==> src/rtl/hb_interp_pkg.sv <==
// Shared constants, FSM encoding and the 1s17 halfband coefficient set for the
// interpolating halfband FIR.
package hb_interp_pkg;

  localparam int NTAPS  = 11;
  localparam int DATA_W = 18;
  localparam int COEF_W = 18;
  localparam int ACC_W  = 40;

  typedef enum logic [1:0] {
    IDLE,
    MAC,
    OUT
  } state_t;

  // Only the first (NTAPS+1)/2 coefficients are needed; the rest mirror them.
  function automatic logic signed [COEF_W-1:0] coef(input int k);
    case (k)
      0, 10:   return 18'sd1966;
      2, 8:    return -18'sd9830;
      4, 6:    return 18'sd39322;
      5:       return 18'sd65536;
      default: return '0;
    endcase
  endfunction

endpackage

==> src/rtl/hb_mac_unit.sv <==
// Symmetric pre-add, single multiplier and accumulator; acc updates one cycle
// after en, clr has priority over en.
module hb_mac_unit #(
  parameter int DATA_W = 18,
  parameter int COEF_W = 18,
  parameter int ACC_W  = 40
) (
  input  logic                     clk,
  input  logic                     reset,
  input  logic                     clr,
  input  logic                     en,
  input  logic signed [DATA_W-1:0] a,
  input  logic signed [DATA_W-1:0] b,
  input  logic signed [COEF_W-1:0] c,
  output logic signed [ACC_W-1:0]  acc
);

  logic signed [DATA_W:0]        pre;
  logic signed [DATA_W+COEF_W:0] prod;

  always_comb begin
    pre  = $signed({a[DATA_W-1], a}) + $signed({b[DATA_W-1], b});
    prod = pre * c;
  end

  always_ff @(posedge clk or posedge reset) begin
    if (reset) begin
      acc <= '0;
    end else if (clr) begin
      acc <= '0;
    end else if (en) begin
      acc <= acc + ACC_W'(prod);
    end
  end

endmodule

==> src/rtl/halfband_interp_fir.sv <==
// Interpolating halfband FIR, one shared multiplier, y_valid P+3 clk after an
// accepted int_clk; strobes while busy are dropped and set sticky overrun.
// Optional macro HB_INTERP_SAT_EN: saturate instead of wrap on width reduction.
module halfband_interp_fir #(
  parameter int NTAPS  = hb_interp_pkg::NTAPS,
  parameter int DATA_W = hb_interp_pkg::DATA_W,
  parameter int COEF_W = hb_interp_pkg::COEF_W,
  parameter int ACC_W  = hb_interp_pkg::ACC_W
) (
  input  logic                     clk,
  input  logic                     reset,
  input  logic                     int_clk,
  input  logic signed [DATA_W-1:0] x_in,
  output logic signed [DATA_W-1:0] y,
  output logic                     y_valid,
  output logic                     overrun
);

  import hb_interp_pkg::*;

  localparam int P  = (NTAPS - 1) / 2;
  localparam int KW = $clog2(P + 1);

  localparam logic signed [ACC_W-1:0] Y_MAX = ACC_W'((2 ** (DATA_W - 1)) - 1);
  localparam logic signed [ACC_W-1:0] Y_MIN = ~Y_MAX;

  state_t                    state;
  logic [KW-1:0]             k;
  logic signed [DATA_W-1:0]  d [NTAPS];
  logic signed [DATA_W-1:0]  op_a;
  logic signed [DATA_W-1:0]  op_b;
  logic signed [COEF_W-1:0]  op_c;
  logic signed [ACC_W-1:0]   acc;
  logic signed [ACC_W-1:0]   sh;
  logic signed [DATA_W-1:0]  y_next;
  logic                      accept;

  assign accept = (state == IDLE) && int_clk;

  // Centre tap reuses the pair datapath with a zero partner.
  always_comb begin
    op_a = d[0];
    op_b = '0;
    op_c = '0;
    for (int i = 0; i <= P; i++) begin
      if (k == KW'(i)) begin
        op_a = d[i];
        op_b = (i < P) ? d[NTAPS-1-i] : '0;
        op_c = coef(i);
      end
    end
  end

  hb_mac_unit #(
    .DATA_W (DATA_W),
    .COEF_W (COEF_W),
    .ACC_W  (ACC_W)
  ) u_mac (
    .clk   (clk),
    .reset (reset),
    .clr   (accept),
    .en    (state == MAC),
    .a     (op_a),
    .b     (op_b),
    .c     (op_c),
    .acc   (acc)
  );

  assign sh = acc >>> (COEF_W - 1);

`ifdef HB_INTERP_SAT_EN
  always_comb begin
    if (sh > Y_MAX) begin
      y_next = Y_MAX[DATA_W-1:0];
    end else if (sh < Y_MIN) begin
      y_next = Y_MIN[DATA_W-1:0];
    end else begin
      y_next = sh[DATA_W-1:0];
    end
  end
`else
  logic unused_sh;
  assign unused_sh = ^{sh[ACC_W-1:DATA_W], Y_MAX, Y_MIN};
  assign y_next    = sh[DATA_W-1:0];
`endif

  always_ff @(posedge clk or posedge reset) begin
    if (reset) begin
      state   <= IDLE;
      k       <= '0;
      y       <= '0;
      y_valid <= 1'b0;
      overrun <= 1'b0;
      for (int i = 0; i < NTAPS; i++) begin
        d[i] <= '0;
      end
    end else begin
      y_valid <= 1'b0;
      case (state)
        IDLE: begin
          if (int_clk) begin
            d[0] <= x_in;
            for (int i = 1; i < NTAPS; i++) begin
              d[i] <= d[i-1];
            end
            k     <= '0;
            state <= MAC;
          end
        end
        MAC: begin
          if (int_clk) begin
            overrun <= 1'b1;
          end
          if (k == KW'(P)) begin
            state <= OUT;
          end else begin
            k <= k + KW'(1);
          end
        end
        OUT: begin
          if (int_clk) begin
            overrun <= 1'b1;
          end
          y       <= y_next;
          y_valid <= 1'b1;
          state   <= IDLE;
        end
        default: state <= IDLE;
      endcase
    end
  end

endmodule
==> config.mk <==
export PLATFORM = sky130hd
export DESIGN_NAME = halfband_interp_fir
export DESIGN_NICKNAME = d
export VERILOG_FILES = /design/src/rtl/hb_interp_pkg.sv /design/src/rtl/hb_mac_unit.sv /design/src/rtl/halfband_interp_fir.sv
export SDC_FILE = /design/constraint.sdc
export NUM_CORES = 1
export LEC_CHECK = 0
export ABC_CLOCK_PERIOD_IN_PS = 19900
export BUFFER_PORTS_ARGS = -buffer_cell sky130_fd_sc_hd__buf_2
export CAP_MARGIN = 25
export CELL_PAD_IN_SITES_DETAIL_PLACEMENT = 0
export CELL_PAD_IN_SITES_GLOBAL_PLACEMENT = 2
export CORE_MARGIN = 4
export CORE_UTILIZATION = 46
export CTS_BUF_LIST = sky130_fd_sc_hd__clkbuf_4 sky130_fd_sc_hd__clkbuf_8
export DETAILED_ROUTE_END_ITERATION = 10
export MAX_ROUTING_LAYER = met4
export PLACE_DENSITY_LB_ADDON = 0.1
export SYNTH_ARGS = -nofsm -noshare
export SYNTH_HDL_FRONTEND = slang
export SYNTH_SLANG_ARGS = --single-unit
==> constraint.sdc <==
create_clock -name clk -period 19.9 [get_ports clk]
set_input_delay 3.98 -clock clk [delete_from_list [all_inputs] [get_ports clk]]
set_output_delay 3.98 -clock clk [all_outputs]
set_load 0.03 [all_outputs]
==> results.tsv, run 1 <==
stage	metric	value	unit
placement	global placer's final weighted congestion	0.9241	
synth	Post-synth top cells	nand2_1, inv_1, fa_1, dfrtp_1, ha_1	
setup_path	Most common cell on crit path	fa_1	
setup_path	Reg2Reg Depth	41	
run	Max Cap Viol	0	
finish	register area	0.006431	mm2
synth	number of flops mapped to enable cells by yosys	0	
synth	commonest register cell after synthesis	dfrtp_1	
synth	distinct cell type count after synthesis	59	
synth	largest family of logic cells by synthesized area	adder cells	
die	Core ar.	0.05007	mm2
routing	wire length per cell	18.81	um
setup_path	worst path arrival time	11910	ps
synth	mux contribution to synthesized area	0.02332	
synth	Synth Area in XOR/XNOR	0.02327	
setup_path	RR Endpoint	u_mac.acc[33]$_DFFE_PP0P_	
synth	top cell type's share of synthesized area	0.2762	
finish	share of layout cells above drive strength 1	0.06831	
synth	Mapped Area	0.02329	mm2
timing	Fin Clk Skew	35.10	ps
routing	vias	16740	
routing	DRC	0	
synth	sequential area share after synthesis	0.2762	
synth	adder and majority gate portion of the synthesized area	0.3590	
synth	synthesized flop and latch total	257	
setup_path	crit path kind	flip-flop to flip-flop	
routing	1st-iter DRT viols	1010	
timing	maximum clock rate	87.55	MHz
grt	first-pass GRT wire length	100600	um
synth	Mapped Cells	2555	
clock_tree	CTS tree	done	
clock_tree	# Post-CTS Setup Buffers	0	
worst_hold_path	worst hold start	overrun$_DFFE_PP0P_	
clock_tree	clk slew on worst S/H paths	60	ps
run_status	status	finished clean	
finish	Fillers	4860	
routing	Post-DRT Antenna Nets	0	
finish	Area growth, synth to finish	7.635	%
finish	antenna cell count	0	
timing	# setup viols final	0	
finish	area occupied by multi-input gates	0.01510	mm2
synth	main area contributors after synthesis	dfrtp_1, fa_1, nand2_1	
die	Ports	41	
setup_path	CP Launch Type	flip-flop	
setup_path	slowest CP cell	fa_1	
clock_tree	Root Buffer	clkbuf_8	
timing	RSZ-0062 raised after global routing	false	
timing	post-layout minimum cycle time	11420	ps
placement	DP HPWL	47170	um
finish	nets	3075	
grt	total grt overflow	0	
routing	via-per-instance ratio	5.129	
routing	first drt pass iteration count	5	
die	initial cell density of the core	0.4651	
clock_tree	post-CTS sizing	0	
setup_path	Required @ worst endpoint	20390	ps
synth	syn_nets	3066	
setup_path	r2r setup slk	8480	ps
worst_hold_path	Hold Path End	overrun$_DFFE_PP0P_	
die	Die W	233.0	um
placement	pre-CTS setup slack	8340	ps
synth	most frequent cell after synthesis	nand2_1	
clock_tree	H-tree depth	2	
clock_tree	Clock Tree Buf Depth	3	
grt	largest net degree at the start of global routing	151	
clock_tree	CTS Buf Count	47	
clock_tree	Hold-fix buffers, CTS	0	
clock_tree	CTS sink cnt	257	
timing	Slew @ Worst Pin	1065	ps
setup_path	origin of the critical flop-to-flop path	k[2]$_DFFE_PP0P_	
routing	Post-Route WL	61370	um
timing	Setup TNS	0	ps
worst_hold_path	Worst Hold Class	flip-flop to flip-flop	
setup_path	CP Capture Type	flip-flop	
die	row cnt	82	
timing	relative slew slack	0.2899	
synth	Synth warnings	0	
synth	Simple-Gate Fraction of Synth Area	0.1580	
grt	initial antenna violation count	0	
synth	Synth Area in Compound Gates	0.08350	
timing	Final Hold Fails	0	
grt	GRT Total Usage	0.2444	
synth	largest area contributor in the netlist	dfrtp_1	
synth	Async SR Flop Fraction	1.000	
timing	final setup margin	8478	ps
timing	fin crit share	0.5740	
die	DIE AREA	0.05429	mm2
timing	Slew Viols, Final	0	
setup_path	worst-path fanout max	39	
worst_hold_path	hold path cells	1	
synth	mean post-synth cell area	9.114	um2
die	DIE HEIGHT	233.0	um
clock_tree	worst skew pair latency	650	ps
setup_path	slowest stage delay, CP	610	ps
grt	vias in the first global route	18100	
placement	PortBufs	40	
==> kinds of logic after synthesis <==
| family | Yosys count |
|---|---|
| muxes | 52 |
| buffers and inverters | 475 |
| AOI/OAI and AO/OA | 298 |
| xor gates and xnor gates | 61 |
| adders and majority gates | 490 |
| DFF | 257 |
| and+or+nand+nor | 922 |
==> flip-flops by register name, indices dropped and copies added (netlist names) <==
register and flops:
d 198, k 3, overrun 1, state 2
u_mac.acc 34, y 18, y_valid 1
==> critical path: cells and delay by family, from the launching register on <==
family,cells,cell delay [ps]
adder cells (fa/ha/maj),11,4980
AO/OA/AOI/OAI,15,3120
flip-flops,1,550
AND/OR/NAND/NOR,6,650
buffers and inverters,7,1360
XOR/XNOR,2,580
==> how the worst max path moves through the flow <==
stage	from	end	slack [ps]	cells past startpoint
detailed placement	k[2]$_DFFE_PP0P_	u_mac.acc[33]$_DFFE_PP0P_	8340	38
floorplan	reset	d[0]$_DFFE_PP0P_	8850	1
CTS	k[2]$_DFFE_PP0P_	u_mac.acc[33]$_DFFE_PP0P_	8290	40
finish	k[2]$_DFFE_PP0P_	u_mac.acc[33]$_DFFE_PP0P_	8480	41
global route	k[2]$_DFFE_PP0P_	u_mac.acc[33]$_DFFE_PP0P_	7660	41
global placement	k[2]$_DFFE_PP0P_	u_mac.acc[33]$_DFFE_PP0P_	8530	40
==> layer usage <==
layer  up-vias  global-route usage  share of wire
met5         -                   -              0
met2       213              0.4093           0.50
met1      8410              0.3160           0.44
li1       8027                   -              -
met3        85             0.03452          0.030
met4         0             0.06126          0.024
==> layout make-up <==
type                    count  area share
flip-flops and latches    257      0.2566
repair buffers             59     0.01498
clock inverters             6    0.002047
inverters                 376     0.05661
multi-input cells        1823      0.6023
well taps                 672     0.03355
clock buffers              70     0.03395
==> stage by stage <==
step | hold slack, ps | area (um2) | std cells | utilization
2_1_floorplan | 445.8 | 23290 | 2555 | -
3_3_place_gp | 444.5 | 24150 | 3186 | 0.4823
3_5_place_dp | 443.8 | 24150 | 3186 | 0.4823
4_1_cts | 450.0 | 25050 | 3262 | 0.5003
5_1_grt | 469.9 | 25060 | 3263 | 0.5006
6_report | 453.8 | 25060 | 3263 | 0.5006
==> placed cells by master (no fill, tap or decap), types with 17 or more instances in the layout <==
cell        n
xor2_1     22
nor2_1    149
fa_1      297
nand2_1   666
dfrtp_1   257
a221oi_1   18
mux2_2     18
a21oi_1    90
o211ai_1   23
nor3_1     30
o22ai_1    21
clkbuf_8   52
clkbuf_4   18
o21ai_0    47
and2_1     17
inv_1     375
xnor2_1    38
mux2i_1    34
buf_2      40
ha_1      192
Power of run 1 is left out: the tool's default activity adds up to more than one toggle a clock period on the data nets, which glitch-free logic cannot reach.
==> run 2, diff against run 1 <==
--- a/config.mk
+++ b/config.mk
@@ -5,13 +5,13 @@
 export SDC_FILE = /design/constraint.sdc
 export NUM_CORES = 1
 export LEC_CHECK = 0
-export ABC_CLOCK_PERIOD_IN_PS = 19900
+export ABC_CLOCK_PERIOD_IN_PS = 10440
 export BUFFER_PORTS_ARGS = -buffer_cell sky130_fd_sc_hd__buf_2
 export CAP_MARGIN = 25
 export CELL_PAD_IN_SITES_DETAIL_PLACEMENT = 0
 export CELL_PAD_IN_SITES_GLOBAL_PLACEMENT = 2
 export CORE_MARGIN = 4
-export CORE_UTILIZATION = 46
+export CORE_UTILIZATION = 38
 export CTS_BUF_LIST = sky130_fd_sc_hd__clkbuf_4 sky130_fd_sc_hd__clkbuf_8
 export DETAILED_ROUTE_END_ITERATION = 10
 export MAX_ROUTING_LAYER = met4
==> constraint.sdc (replaced) <==
create_clock -name clk -period 10.44 [get_ports clk]
set_input_delay 2.088 -clock clk [delete_from_list [all_inputs] [get_ports clk]]
set_output_delay 2.088 -clock clk [all_outputs]
set_load 0.03 [all_outputs]
==> run 2 against run 1 <==
- clock skew grew 1.8 ps
- register-to-register slack lost 8000 ps
- die area grew 20%
- worst hold slack gained 18 ps
- critical endpoint unchanged
- core utilization shrank 7.6 points
- highest routed layer unchanged
==> results.tsv, run 2 (synthesis gave the netlist of run 1 again) <==
stage	metric	value	unit
routing	Post-DRT Antenna Nets	0	
setup_path	Reg2Reg Depth	37	
timing	Fin Clk Skew	36.93	ps
run	Max Cap Viol	0	
setup_path	CP Capture Type	flip-flop	
clock_tree	Clock Tree Buf Depth	3	
worst_hold_path	Worst Hold Class	flip-flop to flip-flop	
clock_tree	Root Buffer	clkbuf_8	
die	Core ar.	0.06047	mm2
clock_tree	# Post-CTS Setup Buffers	0	
finish	max FFs per register	198	
run_status	status	finished clean	
setup_path	worst path arrival time	10490	ps
timing	post-layout minimum cycle time	9985	ps
finish	nets	3111	
finish	most common cell after layout, fill and taps aside	nand2_1	
finish	commonest non-fill, non-tap cells in the layout	nand2_1, inv_1, fa_1, dfrtp_1, ha_1	
clock_tree	clk slew on worst S/H paths	70	ps
die	Die W	255.5	um
routing	1st-iter DRT viols	924	
die	row cnt	90	
clock_tree	worst skew pair latency	660	ps
routing	vias	16860	
setup_path	crit path kind	flip-flop to flip-flop	
finish	Area growth, synth to finish	10.39	%
timing	# setup viols final	0	
grt	initial antenna violation count	1	
placement	DP HPWL	50990	um
setup_path	worst-path fanout max	22	
finish	share of layout cells above drive strength 1	0.09184	
routing	Post-Route WL	66350	um
die	Ports	41	
setup_path	Crit path max-delay family	adder cells	
finish	Largest regs	d: 198 flops, u_mac.acc: 34 flops, y: 18 flops	
grt	vias in the first global route	18220	
clock_tree	CTS sink cnt	257	
placement	pre-CTS setup slack	186.8	ps
timing	final setup margin	455.5	ps
routing	wire length per cell	19.46	um
timing	relative slew slack	0.2758	
setup_path	slowest CP cell	fa_1	
setup_path	CP bufs+invs	5	
setup_path	CP Launch Type	flip-flop	
placement	PortBufs	40	
grt	total grt overflow	0	
setup_path	Required @ worst endpoint	10940	ps
setup_path	Most common cell on crit path	fa_1	
timing	fin crit share	0.9564	
clock_tree	CTS Buf Count	50	
finish	Largest Register	d	
clock_tree	CTS tree	done	
die	DIE HEIGHT	255.5	um
die	initial cell density of the core	0.3851	
routing	first drt pass iteration count	5	
die	DIE AREA	0.06530	mm2
routing	DRC	0	
timing	Slew Viols, Final	0	
grt	GRT Total Usage	0.2128	
grt	largest net degree at the start of global routing	91	
setup_path	slowest stage delay, CP	570	ps
finish	Fillers	6126	
routing	via-per-instance ratio	4.945	
placement	global placer's final weighted congestion	0.9067	
clock_tree	H-tree depth	2	
timing	Final Hold Fails	0	
setup_path	WP depth	37	
timing	Slew @ Worst Pin	1079	ps
timing	maximum clock rate	100.2	MHz
grt	first-pass GRT wire length	106600	um
worst_hold_path	hold path cells	1	
==> run 2: worst paths after layout <==
kind | end | startpoint | slack [ps]
setup / recovery | u_mac.acc[33]$_DFFE_PP0P_ | k[1]$_DFFE_PP0P_ | 460
setup reg to reg | u_mac.acc[33]$_DFFE_PP0P_ | k[1]$_DFFE_PP0P_ | 460
hold / removal | overrun$_DFFE_PP0P_ | overrun$_DFFE_PP0P_ | 470
max in group asynchronous | u_mac.acc[23]$_DFFE_PP0P_ | reset | 6760
min in group asynchronous | k[0]$_DFFE_PP0P_ | reset | 1560
hold reg to reg | overrun$_DFFE_PP0P_ | overrun$_DFFE_PP0P_ | 470
==> run 2: through the flow <==
| step | cells | TNS, ps | instance area, um2 | util | hold WS, ps |
|---|---|---|---|---|---|
| 3_5_place_dp | 3330 | 0 | 24580 | 0.4066 | 455.2 |
| 3_3_place_gp | 3329 | 0 | 24560 | 0.4061 | 442.3 |
| 6_report | 3410 | 0 | 25700 | 0.4251 | 472.3 |
| 4_1_cts | 3406 | 0 | 25540 | 0.4223 | 466.3 |
| 5_1_grt | 3410 | -5.381 | 25700 | 0.4251 | 504.6 |
| 2_1_floorplan | 2555 | 0 | 23290 | - | 445.8 |
==> run 2: layout make-up <==
class                      count  area [um2]  area share
antenna                        4       10.01   0.0003894
inverter                     376        1419     0.05520
clock inverter                 7       82.58    0.003213
tap                          782       978.4     0.03806
clock buffer                  69       868.3     0.03378
sequential                   257        6431      0.2502
timing repair buffer          92       668.1     0.02599
multi-input combinational   1823       15250      0.5932
==> run 2: layer usage <==
metal | up-vias | routed length [um] | GRT usage
met2 | 194 | 32820 | 0.3583
met5 | - | 0 | -
met3 | 80 | 1924 | 0.02563
met4 | 0 | 1261 | 0.04571
li1 | 8105 | - | -
met1 | 8484 | 30340 | 0.2798
==> run 2: repair_timing <==
action / in CTS / in global routing
endpoints found under the setup margin: 0 / 18
hold buffers: 0 / 0
resized for setup: 0 / 39
Power of run 2 is left out for the same reason.
==> run 3, diff against run 2 <==
--- a/config.mk
+++ b/config.mk
@@ -5,14 +5,14 @@
 export SDC_FILE = /design/constraint.sdc
 export NUM_CORES = 1
 export LEC_CHECK = 0
-export ABC_CLOCK_PERIOD_IN_PS = 10440
+export ABC_CLOCK_PERIOD_IN_PS = 9800
 export BUFFER_PORTS_ARGS = -buffer_cell sky130_fd_sc_hd__buf_2
 export CAP_MARGIN = 25
 export CELL_PAD_IN_SITES_DETAIL_PLACEMENT = 0
 export CELL_PAD_IN_SITES_GLOBAL_PLACEMENT = 2
 export CORE_MARGIN = 4
-export CORE_UTILIZATION = 38
-export CTS_BUF_LIST = sky130_fd_sc_hd__clkbuf_4 sky130_fd_sc_hd__clkbuf_8
+export CORE_UTILIZATION = 43
+export CTS_BUF_LIST = sky130_fd_sc_hd__clkbuf_8
 export DETAILED_ROUTE_END_ITERATION = 10
 export MAX_ROUTING_LAYER = met4
 export PLACE_DENSITY_LB_ADDON = 0.1
==> constraint.sdc (replaced) <==
create_clock -name clk -period 9.8 [get_ports clk]
set_input_delay 1.96 -clock clk [delete_from_list [all_inputs] [get_ports clk]]
set_output_delay 1.96 -clock clk [all_outputs]
set_load 0.03 [all_outputs]
==> run 3 against run 2 <==
- maximum frequency rose by 4.1%
- core utilization rose by 6.9 points
- first-iteration DRC count up 0.65%
- critical path depth grew 3
- cell count is 0.35% lower
- sequential cell count did not move
- register-to-register slack worse by 240 ps
- final area increased by 3.2%
- largest cell class unchanged
==> results.tsv, run 3 (synthesis gave the netlist of run 1 again) <==
stage	metric	value	unit
clock_tree	CTS sink cnt	257	
timing	Final Hold Fails	0	
die	DIE HEIGHT	240.7	um
routing	Post-Route WL	64660	um
setup_path	crit path kind	flip-flop to flip-flop	
finish	share of layout cells above drive strength 1	0.1300	
grt	first-pass GRT wire length	103400	um
run_status	status	finished clean	
timing	RSZ-0062 raised after global routing	true	
finish	nets	3178	
clock_tree	H-tree depth	2	
clock_tree	CTS Buf Count	49	
worst_hold_path	Worst Hold Class	flip-flop to flip-flop	
setup_path	slowest stage delay, CP	520	ps
setup_path	Most common cell on crit path	fa_1	
routing	1st-iter DRT viols	930	
clock_tree	Root Buffer	clkbuf_8	
grt	initial antenna violation count	3	
placement	PortBufs	40	
finish	Largest Register	d	
placement	dpl cells	3286	
finish	Finished Core Util	0.4941	
finish	most common cell after layout, fill and taps aside	nand2_1	
grt	vias in the first global route	18250	
grt	total grt overflow	0	
timing	fin crit share	0.9785	
finish	Non-Filler Instances	3398	
routing	wire length per cell	19.03	um
setup_path	Reg2Reg Depth	40	
timing	Slew Viols, Final	0	
clock_tree	CTS tree	done	
setup_path	CP Capture Type	flip-flop	
routing	DRC	0	
setup_path	worst path arrival time	10090	ps
timing	relative slew slack	0.3019	
timing	final setup margin	210.9	ps
setup_path	CP Launch Type	flip-flop	
routing	vias	17210	
worst_hold_path	hold path cells	2	
die	initial cell density of the core	0.4336	
setup_path	origin of the critical flop-to-flop path	k[1]$_DFFE_PP0P_	
timing	Fin Clk Skew	43.85	ps
setup_path	slowest CP cell	fa_1	
timing	Hold Worst Slack	466.9	ps
die	DIE AREA	0.05794	mm2
setup_path	worst-path fanout max	7	
clock_tree	Hold-fix buffers, CTS	0	
timing	maximum clock rate	104.3	MHz
die	Die W	240.7	um
placement	DP HPWL	49360	um
placement	pre-CTS setup slack	-181.4	ps
routing	via-per-instance ratio	5.064	
setup_path	Required @ worst endpoint	10310	ps
routing	first drt pass iteration count	7	
clock_tree	Clock Tree Buf Depth	3	
worst_hold_path	worst hold start	d[150]$_DFFE_PP0P_	
run	Max Cap Viol	0	
finish	commonest non-fill, non-tap cells in the layout	nand2_1, inv_1, fa_1, dfrtp_1, ha_1	
timing	post-layout minimum cycle time	9589	ps
routing	Post-DRT Antenna Nets	0	
finish	max FFs per register	198	
die	Ports	41	
die	row cnt	85	
finish	Area growth, synth to finish	13.97	%
timing	Slew @ Worst Pin	1046	ps
clock_tree	clk slew on worst S/H paths	60	ps
grt	largest net degree at the start of global routing	118	
die	Core ar.	0.05371	mm2
placement	global placer's final weighted congestion	0.9124	
clock_tree	worst skew pair latency	660	ps
timing	# setup viols final	0	
grt	GRT Total Usage	0.2359	
finish	Largest regs	d: 198 flops, u_mac.acc: 34 flops, y: 18 flops	
setup_path	CP Launch Point	k[1]$_DFFE_PP0P_	
## run 3: repair_timing
| action | in CTS | in global routing |
|---|---|---|
| resized for setup | 6 | 115 |
| pin swaps | 0 | 60 |
| setup endpoints to repair | 8 | 20 |
| buffers inserted | 0 | 24 |
| cloned | 0 | 2 |
## run 3: layout make-up
class | instances | area (um2)
Antenna cell | 1 | 2.502
Clock inverter | 26 | 166.4
Sequential cell | 257 | 6434
Clock buffer | 59 | 812.0
Inverter | 376 | 1429
Timing Repair Buffer | 160 | 1303
Fill cell | 5224 | 27170
Tap cell | 696 | 870.8
Multi-Input combinational cell | 1823 | 15520
## run 3: worst paths after layout
check / slack, ps / to
worst max-delay path: 210 / u_mac.acc[34]$_DFFE_PP0P_
worst min-delay path: 470 / d[132]$_DFFE_PP0P_
worst max register to register: 210 / u_mac.acc[34]$_DFFE_PP0P_
worst min register to register: 470 / d[132]$_DFFE_PP0P_
max in group asynchronous: 6850 / d[140]$_DFFE_PP0P_
min in group asynchronous: 1430 / d[24]$_DFFE_PP0P_
## run 3: worst max-delay path, delay by kind of cell, from the launching register on
family | cells | cell delay (ps)
AOI/OAI and AO/OA | 15 | 2830
DFF | 1 | 460
and+or+nand+nor | 4 | 610
xor gates and xnor gates | 2 | 450
muxes | 1 | 210
adders and majority gates | 10 | 4130
buffers and inverters | 8 | 750
## run 3: stage by stage
step | setup TNS, ps | cell area, um2
2_1_floorplan | 0 | 23290
3_3_place_gp | -55.79 | 24760
3_5_place_dp | -629.6 | 24810
4_1_cts | 0 | 25810
5_1_grt | -610.5 | 26540
6_report | 0 | 26540
## run 3: layer usage
metal / vias up / global-route usage / part of all wire
met1: 8652 / 0.3139 / 0.45
met3: 85 / 0.02983 / 0.035
met4: 0 / 0.05334 / 0.021
li1: 8244 / - / -
met5: - / - / 0
met2: 228 / 0.3910 / 0.49
Power of run 3 is left out for the same reason.
